==> src/rtl/column_fade_drawer.sv <==
// Column highlighter for the VGA path: per-key columns light on press, hold, then fade to
// background. The pixel path has two register stages between x/display_enabled and r/g/b.
module column_fade_drawer #(
  parameter int unsigned NUM_COLS    = 7,
  parameter int unsigned COL_WIDTH   = 91,
  parameter int unsigned HOLD_FRAMES = 4,
  parameter int unsigned FADE_STEP   = 32,
  parameter logic [23:0] BG_COLOR    = 24'hFFFFFF,
  parameter logic [23:0] HIT_COLOR   = 24'hDDDDDD,
  parameter logic [23:0] LINE_COLOR  = 24'h000000
) (
  input  logic                clk,
  input  logic                rst_n,
  input  logic                display_enabled_i,
  input  logic [9:0]          x_i,
  input  logic [8:0]          y_i,
  input  logic                frame_start_i,
  input  logic [NUM_COLS-1:0] key_array_i,
  output logic [7:0]          r_o,
  output logic [7:0]          g_o,
  output logic [7:0]          b_o
);

  localparam logic [8:0] IntMax   = 9'd256;
  localparam logic [8:0] FadeStep = 9'(FADE_STEP);
  localparam logic [7:0] HoldInit = 8'(HOLD_FRAMES);

  // Row position plays no part in the colour.
  logic unused_y;
  assign unused_y = ^y_i;

  logic [NUM_COLS-1:0] key_s1_q, key_s2_q, key_prev_q, key_rise;
  logic [NUM_COLS-1:0][8:0] intensity_q, intensity_d;
  logic [NUM_COLS-1:0][7:0] hold_q, hold_d;

  always_ff @(posedge clk or negedge rst_n) begin
    if (!rst_n) begin
      key_s1_q    <= '0;
      key_s2_q    <= '0;
      key_prev_q  <= '0;
      intensity_q <= '0;
      hold_q      <= '0;
    end else begin
      key_s1_q    <= key_array_i;
      key_s2_q    <= key_s1_q;
      key_prev_q  <= key_s2_q;
      intensity_q <= intensity_d;
      hold_q      <= hold_d;
    end
  end

  assign key_rise = key_s2_q & ~key_prev_q;

  // Intensity only moves on key activity or frame_start, so a fade never tears mid-frame.
  always_comb begin
    intensity_d = intensity_q;
    hold_d      = hold_q;
    for (int unsigned c = 0; c < NUM_COLS; c++) begin
      if (key_rise[c] || key_s2_q[c]) begin
        intensity_d[c] = IntMax;
        hold_d[c]      = HoldInit;
      end else if (frame_start_i) begin
        if (hold_q[c] != 8'd0) begin
          hold_d[c] = hold_q[c] - 8'd1;
        end else if (intensity_q[c] > FadeStep) begin
          intensity_d[c] = intensity_q[c] - FadeStep;
        end else begin
          intensity_d[c] = 9'd0;
        end
      end
    end
  end

  // Stage 1: column decode and intensity lookup.
  logic [3:0] col;
  logic       line_hit, out_of_grid;
  logic [8:0] int_sel;

  always_comb begin
    col      = '0;
    line_hit = 1'b0;
    int_sel  = '0;
    for (int unsigned k = 0; k < NUM_COLS; k++) begin
      if (32'(x_i) >= k * COL_WIDTH) col = 4'(k);
    end
    for (int unsigned k = 0; k <= NUM_COLS; k++) begin
      if (32'(x_i) == k * COL_WIDTH) line_hit = 1'b1;
    end
    out_of_grid = 32'(x_i) > NUM_COLS * COL_WIDTH;
    for (int unsigned c = 0; c < NUM_COLS; c++) begin
      if (col == 4'(c)) int_sel = intensity_q[c];
    end
  end

  logic       de_s1_q, line_s1_q, oog_s1_q;
  logic [8:0] int_s1_q;

  always_ff @(posedge clk or negedge rst_n) begin
    if (!rst_n) begin
      de_s1_q   <= 1'b0;
      line_s1_q <= 1'b0;
      oog_s1_q  <= 1'b0;
      int_s1_q  <= '0;
    end else begin
      de_s1_q   <= display_enabled_i;
      line_s1_q <= line_hit;
      oog_s1_q  <= out_of_grid;
      int_s1_q  <= int_sel;
    end
  end

  // Stage 2: blend; weights sum to 256 so I=0 and I=256 land exactly on BG and HIT.
  function automatic logic [7:0] blend(input logic [7:0] bg, input logic [7:0] hit,
                                       input logic [8:0] i);
    logic [16:0] acc;
    acc = 17'(bg) * 17'(IntMax - i) + 17'(hit) * 17'(i);
    return 8'(acc >> 8);
  endfunction

  logic [23:0] rgb_d, rgb_q;

  always_comb begin
    rgb_d = '0;
    if (de_s1_q) begin
      if (line_s1_q) begin
        rgb_d = LINE_COLOR;
      end else if (oog_s1_q) begin
        rgb_d = BG_COLOR;
      end else begin
        rgb_d = {blend(BG_COLOR[23:16], HIT_COLOR[23:16], int_s1_q),
                 blend(BG_COLOR[15:8],  HIT_COLOR[15:8],  int_s1_q),
                 blend(BG_COLOR[7:0],   HIT_COLOR[7:0],   int_s1_q)};
      end
    end
  end

  always_ff @(posedge clk or negedge rst_n) begin
    if (!rst_n) begin
      rgb_q <= '0;
    end else begin
      rgb_q <= rgb_d;
    end
  end

  assign r_o = rgb_q[23:16];
  assign g_o = rgb_q[15:8];
  assign b_o = rgb_q[7:0];

endmodule

==> config.mk <==
export PLATFORM = sky130hd
export DESIGN_NAME = column_fade_drawer
export DESIGN_NICKNAME = d
export VERILOG_FILES = /design/src/rtl/column_fade_drawer.sv
export SDC_FILE = /design/constraint.sdc
export NUM_CORES = 1
export LEC_CHECK = 0
export CORE_ASPECT_RATIO = 1.4
export CORE_MARGIN = 2
export CORE_UTILIZATION = 55
export CTS_BUF_LIST = sky130_fd_sc_hd__clkbuf_8
export DETAILED_ROUTE_END_ITERATION = 8
export MAX_ROUTING_LAYER = met4
export PLACE_DENSITY = 0.89
export SETUP_SLACK_MARGIN = 0.15
export SYNTH_ARGS = -nofsm -noshare
export SYNTH_HDL_FRONTEND = slang
export SYNTH_SLANG_ARGS = --single-unit
==> constraint.sdc <==
create_clock -name clk -period 5 [get_ports clk]
set_input_delay 1 -clock clk [delete_from_list [all_inputs] [get_ports clk]]
set_output_delay 1 -clock clk [all_outputs]
set_load 0.02 [all_outputs]
== After elaboration in Yosys (flattened, before gate mapping) ==
Index checks and enable logic that the tools add are counted.

* Bits of input ports: 30
* ROM bits: 0
* Word-level logic and storage cells: 193
* Register bits: 176
* Memories kept: 0
* Latch bits: 0
* Memory bits (writable): 0

* Bitwise operators: 2
* Reduce and logical (&&, ||, !) cells: 44
* Div/mod/pow operators: 0
* Magnitude comparators: 14
* Eq/ne operators: 20
* $add $sub $neg: 16
* Multipliers: 2
* Muxes and demuxes: 73
* Shift-type cells: 0

{| class="wikitable"
|+ Operator list
! kind !! number
|-
| 2-to-1 mux 9 bit || 35
|-
| 2-to-1 mux 8 bit || 21
|-
| 2-to-1 mux 24 bit || 3
|-
| greater-than comparator 9 x 6 -> 1 bit (second input constant) || 7
|-
| subtractor 9 x 6 -> 9 bit (second input constant) || 7
|-
| nonzero test 8 bit || 7
|-
| subtractor 8 x 1 -> 8 bit (second input constant) || 7
|-
| equality test 10 x 9 -> 1 bit (second input constant) || 3
|-
| greater-or-equal comparator 10 x 9 -> 1 bit (second input constant) || 3
|-
| AND reduction 2 bit || 14
|-
| nonzero test 2 bit || 14
|-
| equality test 10 bit (second input constant) || 2
|-
| 2-to-1 mux 4 bit || 5
|-
| adder 16 bit || 1
|-
| multiplier 8 x 9 -> 16 bit (first input constant) || 1
|-
| multiplier 9 x 10 -> 16 bit (first input constant) || 1
|-
| inequality test 2 bit (second input constant) || 7
|-
| equality test 4 x 3 -> 1 bit (second input constant) || 3
|-
| equality test 10 x 7 -> 1 bit (second input constant) || 1
|-
| equality test 10 x 8 -> 1 bit (second input constant) || 1
|-
| greater-or-equal comparator 10 bit (second input constant) || 1
|-
| greater-or-equal comparator 10 x 7 -> 1 bit (second input constant) || 1
|-
| greater-or-equal comparator 10 x 8 -> 1 bit (second input constant) || 1
|-
| greater-than comparator 10 bit (second input constant) || 1
|-
| 9 further kinds || 24
|}

== Logic depth before layout (Yosys ltp) ==
* Depth after elaboration: 15
* Depth in mapped cells: 20
* Mapped depth without buffers: 20

== Worst setup path after synthesis ==
Ideal clock, no wire load.

* Kind: register to register
* Start: register int_s1_q[5]
* End: register rgb_q[15]
* Period minus slack after synthesis: 5.457 ns
* Arrival: 5.375 ns
* Stages on the path, launching flop included: 21
* Slack: -0.457 ns
* Data required time: 4.918 ns
* Path through: dfrtp_1 -> inv_1 -> ha_1 -> and3b_1 -> nand2b_1 -> inv_1 -> fa_1 -> ha_1 -> ha_1 -> fa_1 -> fa_1 -> inv_1 -> fa_1 -> inv_1 -> ha_1 -> nor3_1 -> nor2_1 -> a31o_2 -> a21oi_1 -> nand3_1 -> a31oi_1

* Word-level cells in the longest chain between the ends: 6

{| class="wikitable"
|+ Ends and longest elaborated chain
! element !! RTL line !! text
|-
| start: declaration || 96 || <nowiki>logic [8:0] int_s1_q;</nowiki>
|-
| start signal: assignment || 108 || <nowiki>int_s1_q <= int_sel;</nowiki>
|-
| subtractor 9 x 9 -> 10 bit || 116 || <nowiki>acc = 17'(bg) * 17'(IntMax - i) + 17'(hit) * 17'(i);</nowiki>
|-
| multiplier 9 x 10 -> 16 bit || 116 ||
|-
| adder 16 bit * || 116 ||
|-
| 2-to-1 mux 24 bit * || 127 || <nowiki>end else if (oog_s1_q) begin</nowiki>
|-
| 2-to-1 mux 24 bit * || 125 || <nowiki>if (line_s1_q) begin</nowiki>
|-
| 2-to-1 mux 24 bit * || 124 || <nowiki>if (de_s1_q) begin</nowiki>
|-
| named net rgb_d[15] || 120 || <nowiki>logic [23:0] rgb_d, rgb_q;</nowiki>
|-
| end signal: assignment || 141 || <nowiki>rgb_q <= rgb_d;</nowiki>
|-
| end: declaration || 120 ||
|}

Mark *: on every way through the listed nets, which the timed path passes. The rest lies on a longest branch.
A chain may end at the register's enable or synchronous reset.

== Final worst setup path ==
Same ends and word-level chain as after synthesis.

==> flow_summary.json <==
{
  "dr.pass1.iters": 5,
  "fin_crit_sh_pct": 102,
  "antenna_found_initial": 0,
  "portBuffers": 44,
  "synth-xor-area-share_pct": 6.51,
  "gp_congestion": 0.911,
  "grt_usage_pct": 24.0,
  "synthTopCellsByArea": "dfrtp_1, fa_1, ha_1",
  "cp_slowest_stage_delay_ns": 0.56,
  "cp_max_fo": 4,
  "r2r_slack_ns": -0.11,
  "grt_pass1_vias": 6449,
  "die_area_sq_um": 15700,
  "crit_chain": "inv_4, ha_4, nor2b_4, xnor2_2, fa_1, inv_2, fa_1, ha_4, fa_1, fa_1, inv_2, fa_1, inv_2, ha_4, nor3_2, o211ai_1, a31o_2, a21oi_2, nand3_1, a31oi_1",
  "grt_max_degree": 49,
  "grt_pass1_wl_microns": 29100,
  "first_iter_violations": 380,
  "finalNetCount": 1035,
  "synthAdderAreaFrac_pct": 21.1,
  "utilization_pct": 66.8,
  "yosysSeqAreaShare_pct": 35.3,
  "clockBufferDepth": 2,
  "vias": 6151,
  "path_clk_slew_ns": 0.08,
  "num_io_pins": 54,
  "setup_viol": 2,
  "clock_skew_ns": 0.0151,
  "insertion_delay_ns": 0.44,
  "crit_path_top_delay_cell": "fa_1",
  "cts_made_buffers": 17,
  "synth_mux_area_share_pct": 2.25,
  "worstSetupStartpoint": "int_s1_q[5]",
  "cts_root_buffer": "clkbuf_8",
  "gr-total-overflow": 0,
  "htree_levels": 4,
  "n_antenna_cell": 0,
  "synth_compound_area_share_pct": 9.79,
  "max_slew.worst_pin.slew_ns": 0.668,
  "crit_type": "register to register",
  "fp.coreArea_sq_um": 14400,
  "fin_crit_ns": 5.11,
  "fmax_mhz": 196,
  "synth_edf_count": 0,
  "yosysWarnings": 0,
  "synth_area_sq_um": 8080,
  "async_reset_ff_share_pct": 100,
  "row_count": 52,
  "die_w_microns": 106,
  "synth_top_family_by_area": "adder cells",
  "rsz0062_at_grt": "true",
  "synth.largest_area_cell": "dfrtp_1",
  "r2r-start": "int_s1_q[5]",
  "cts_tree": "yes",
  "layout-drive-gt1-share_pct": 15.1,
  "maxSlewViolCount": 0,
  "min_from": "key_s1_q[1]",
  "status": "complete, but fails checks",
  "worstSetupStartpointType": "register",
  "ys_ff_latch": 114,
  "initial_core_util_pct": 56.2,
  "viasPerCell": 5.61,
  "synthesis.nets": 977,
  "synth.distinct_cells": 60,
  "required_ns": 5.36,
  "max-slew-margin-rel_pct": 55.0,
  "area_delta_synth_final_pct": 18.9,
  "yosysMostFrequentCell": "inv_1",
  "netlist_instances": 837,
  "cp_top_family": "adder cells",
  "path_buf_inv": 4,
  "fillers": 999,
  "ctsHoldBuffers": 0,
  "synth_area_per_cell_sq_um": 9.65,
  "final-hold-violation-count": 0,
  "hold_class": "register to register",
  "cp-end-kind": "register",
  "wirelength_microns": 17400,
  "cp.arrival_ns": 5.47,
  "hpwl_microns": 12400,
  "wl_per_cell_microns": 15.9,
  "cp_common_cell": "fa_1",
  "drc_errors": 0,
  "synth_top_cell_area_share_pct": 35.3,
  "setup_ws_ns": -0.108,
  "synth_flop_cell": "dfrtp_1",
  "die_h_microns": 147,
  "synth-simple-area-share_pct": 17.1,
  "cts.sinks": 114,
  "failed_checks": "setup timing",
  "synth_common_cells": "inv_1, dfrtp_1, nor2_1, ha_1, a21oi_1",
  "postRouteAntennaNets": 0,
  "drv_cap": 0
}
## sequential cells by signal, indices dropped and copies added, names as in the netlist, 5 cells and up
| name | cells |
|---|---|
| key_s2_q | 7 |
| rgb_q | 8 |
| key_s1_q | 7 |
| intensity_q | 28 |
| hold_q | 56 |
| int_s1_q | 5 |
## worst register-to-register path: cells and delay by family, from the launching register on
family                   cells  cell delay (ns)
AO/OA/AOI/OAI                4             0.76
XOR/XNOR                     1             0.15
adder cells (fa/ha/maj)      8             3.20
buffers and inverters        4             0.22
flip-flops                   1             0.40
AND/OR/NAND/NOR              3             0.32
## metrics by stage
step | hold WS (ns) | worst slack (ns) | area [sq um] | TNS [ns] | instances
2_1_floorplan | 0.331 | 0.0909 | 8240 | 0 | 837
3_3_place_gp | 0.332 | 0.00149 | 8930 | 0 | 1060
3_5_place_dp | 0.335 | -0.135 | 8930 | -0.254 | 1060
4_1_cts | 0.350 | -0.104 | 9470 | -0.192 | 1095
5_1_grt | 0.352 | -0.264 | 9600 | -0.481 | 1097
6_report | 0.350 | -0.108 | 9600 | -0.152 | 1097
## kinds of logic after synthesis
family | after synthesis
flip-flops | 114
adder cells (fa/ha/maj) | 110
buffers and inverters | 153
other | 1
AND/OR/NAND/NOR | 259
XOR/XNOR | 60
AO/OA/AOI/OAI | 122
multiplexers | 18
## path summary, 6_finish.rpt
check / endpoint / depth (start not counted)
worst min register to register: key_s2_q[1] / 0
worst max-delay path: rgb_q[15] / 20
worst max register to register: rgb_q[15] / 20
worst min-delay path: key_s2_q[1] / 0
min in group asynchronous: hold_q[4] / 1
max in group asynchronous: hold_q[16] / 2
## cell usage in the layout (no fill, tap or decap), drive strengths merged, types with 23 or more instances in the layout
| master | instances |
|---|---|
| a21oi | 51 |
| nor3 | 38 |
| inv | 117 |
| nor2 | 78 |
| xnor2 | 40 |
| buf | 32 |
| ha | 66 |
| nand2 | 38 |
| dfrtp | 114 |
| o21ai | 23 |
| fa | 44 |
| clkdlybuf4s50 | 43 |
## what timing repair did
| item | 4_1_cts | 5_1_grt |
|---|---|---|
| gates resized for setup | 10 | 29 |
| pin swaps | 8 | 17 |
| hold endpoints to repair | 0 | 0 |
| buffers inserted | 3 | 2 |
| endpoints found under the setup margin | 4 | 6 |
## final cells by class
class	count	area [sq um]	share of cell area, %
well taps	189	236	2.46
inverters	117	454	4.73
multi-input cells	570	4920	51.3
repair buffers	75	694	7.23
clock inverters	11	151	1.58
clock buffers	21	289	3.01
flip-flops and latches	114	2860	29.7
## layer usage
layer  global-route usage, %  up-vias  routed length [microns]
met5                       -        -                        0
met4                    11.0        0                      554
met3                    4.37       43                      561
met2                    43.8      150                     9730
met1                    24.9     3026                     6540
li1                        -     2932                        -
Power is not shown: default switching activity piles up to over one toggle a cycle in this logic, so the estimate is an artifact.
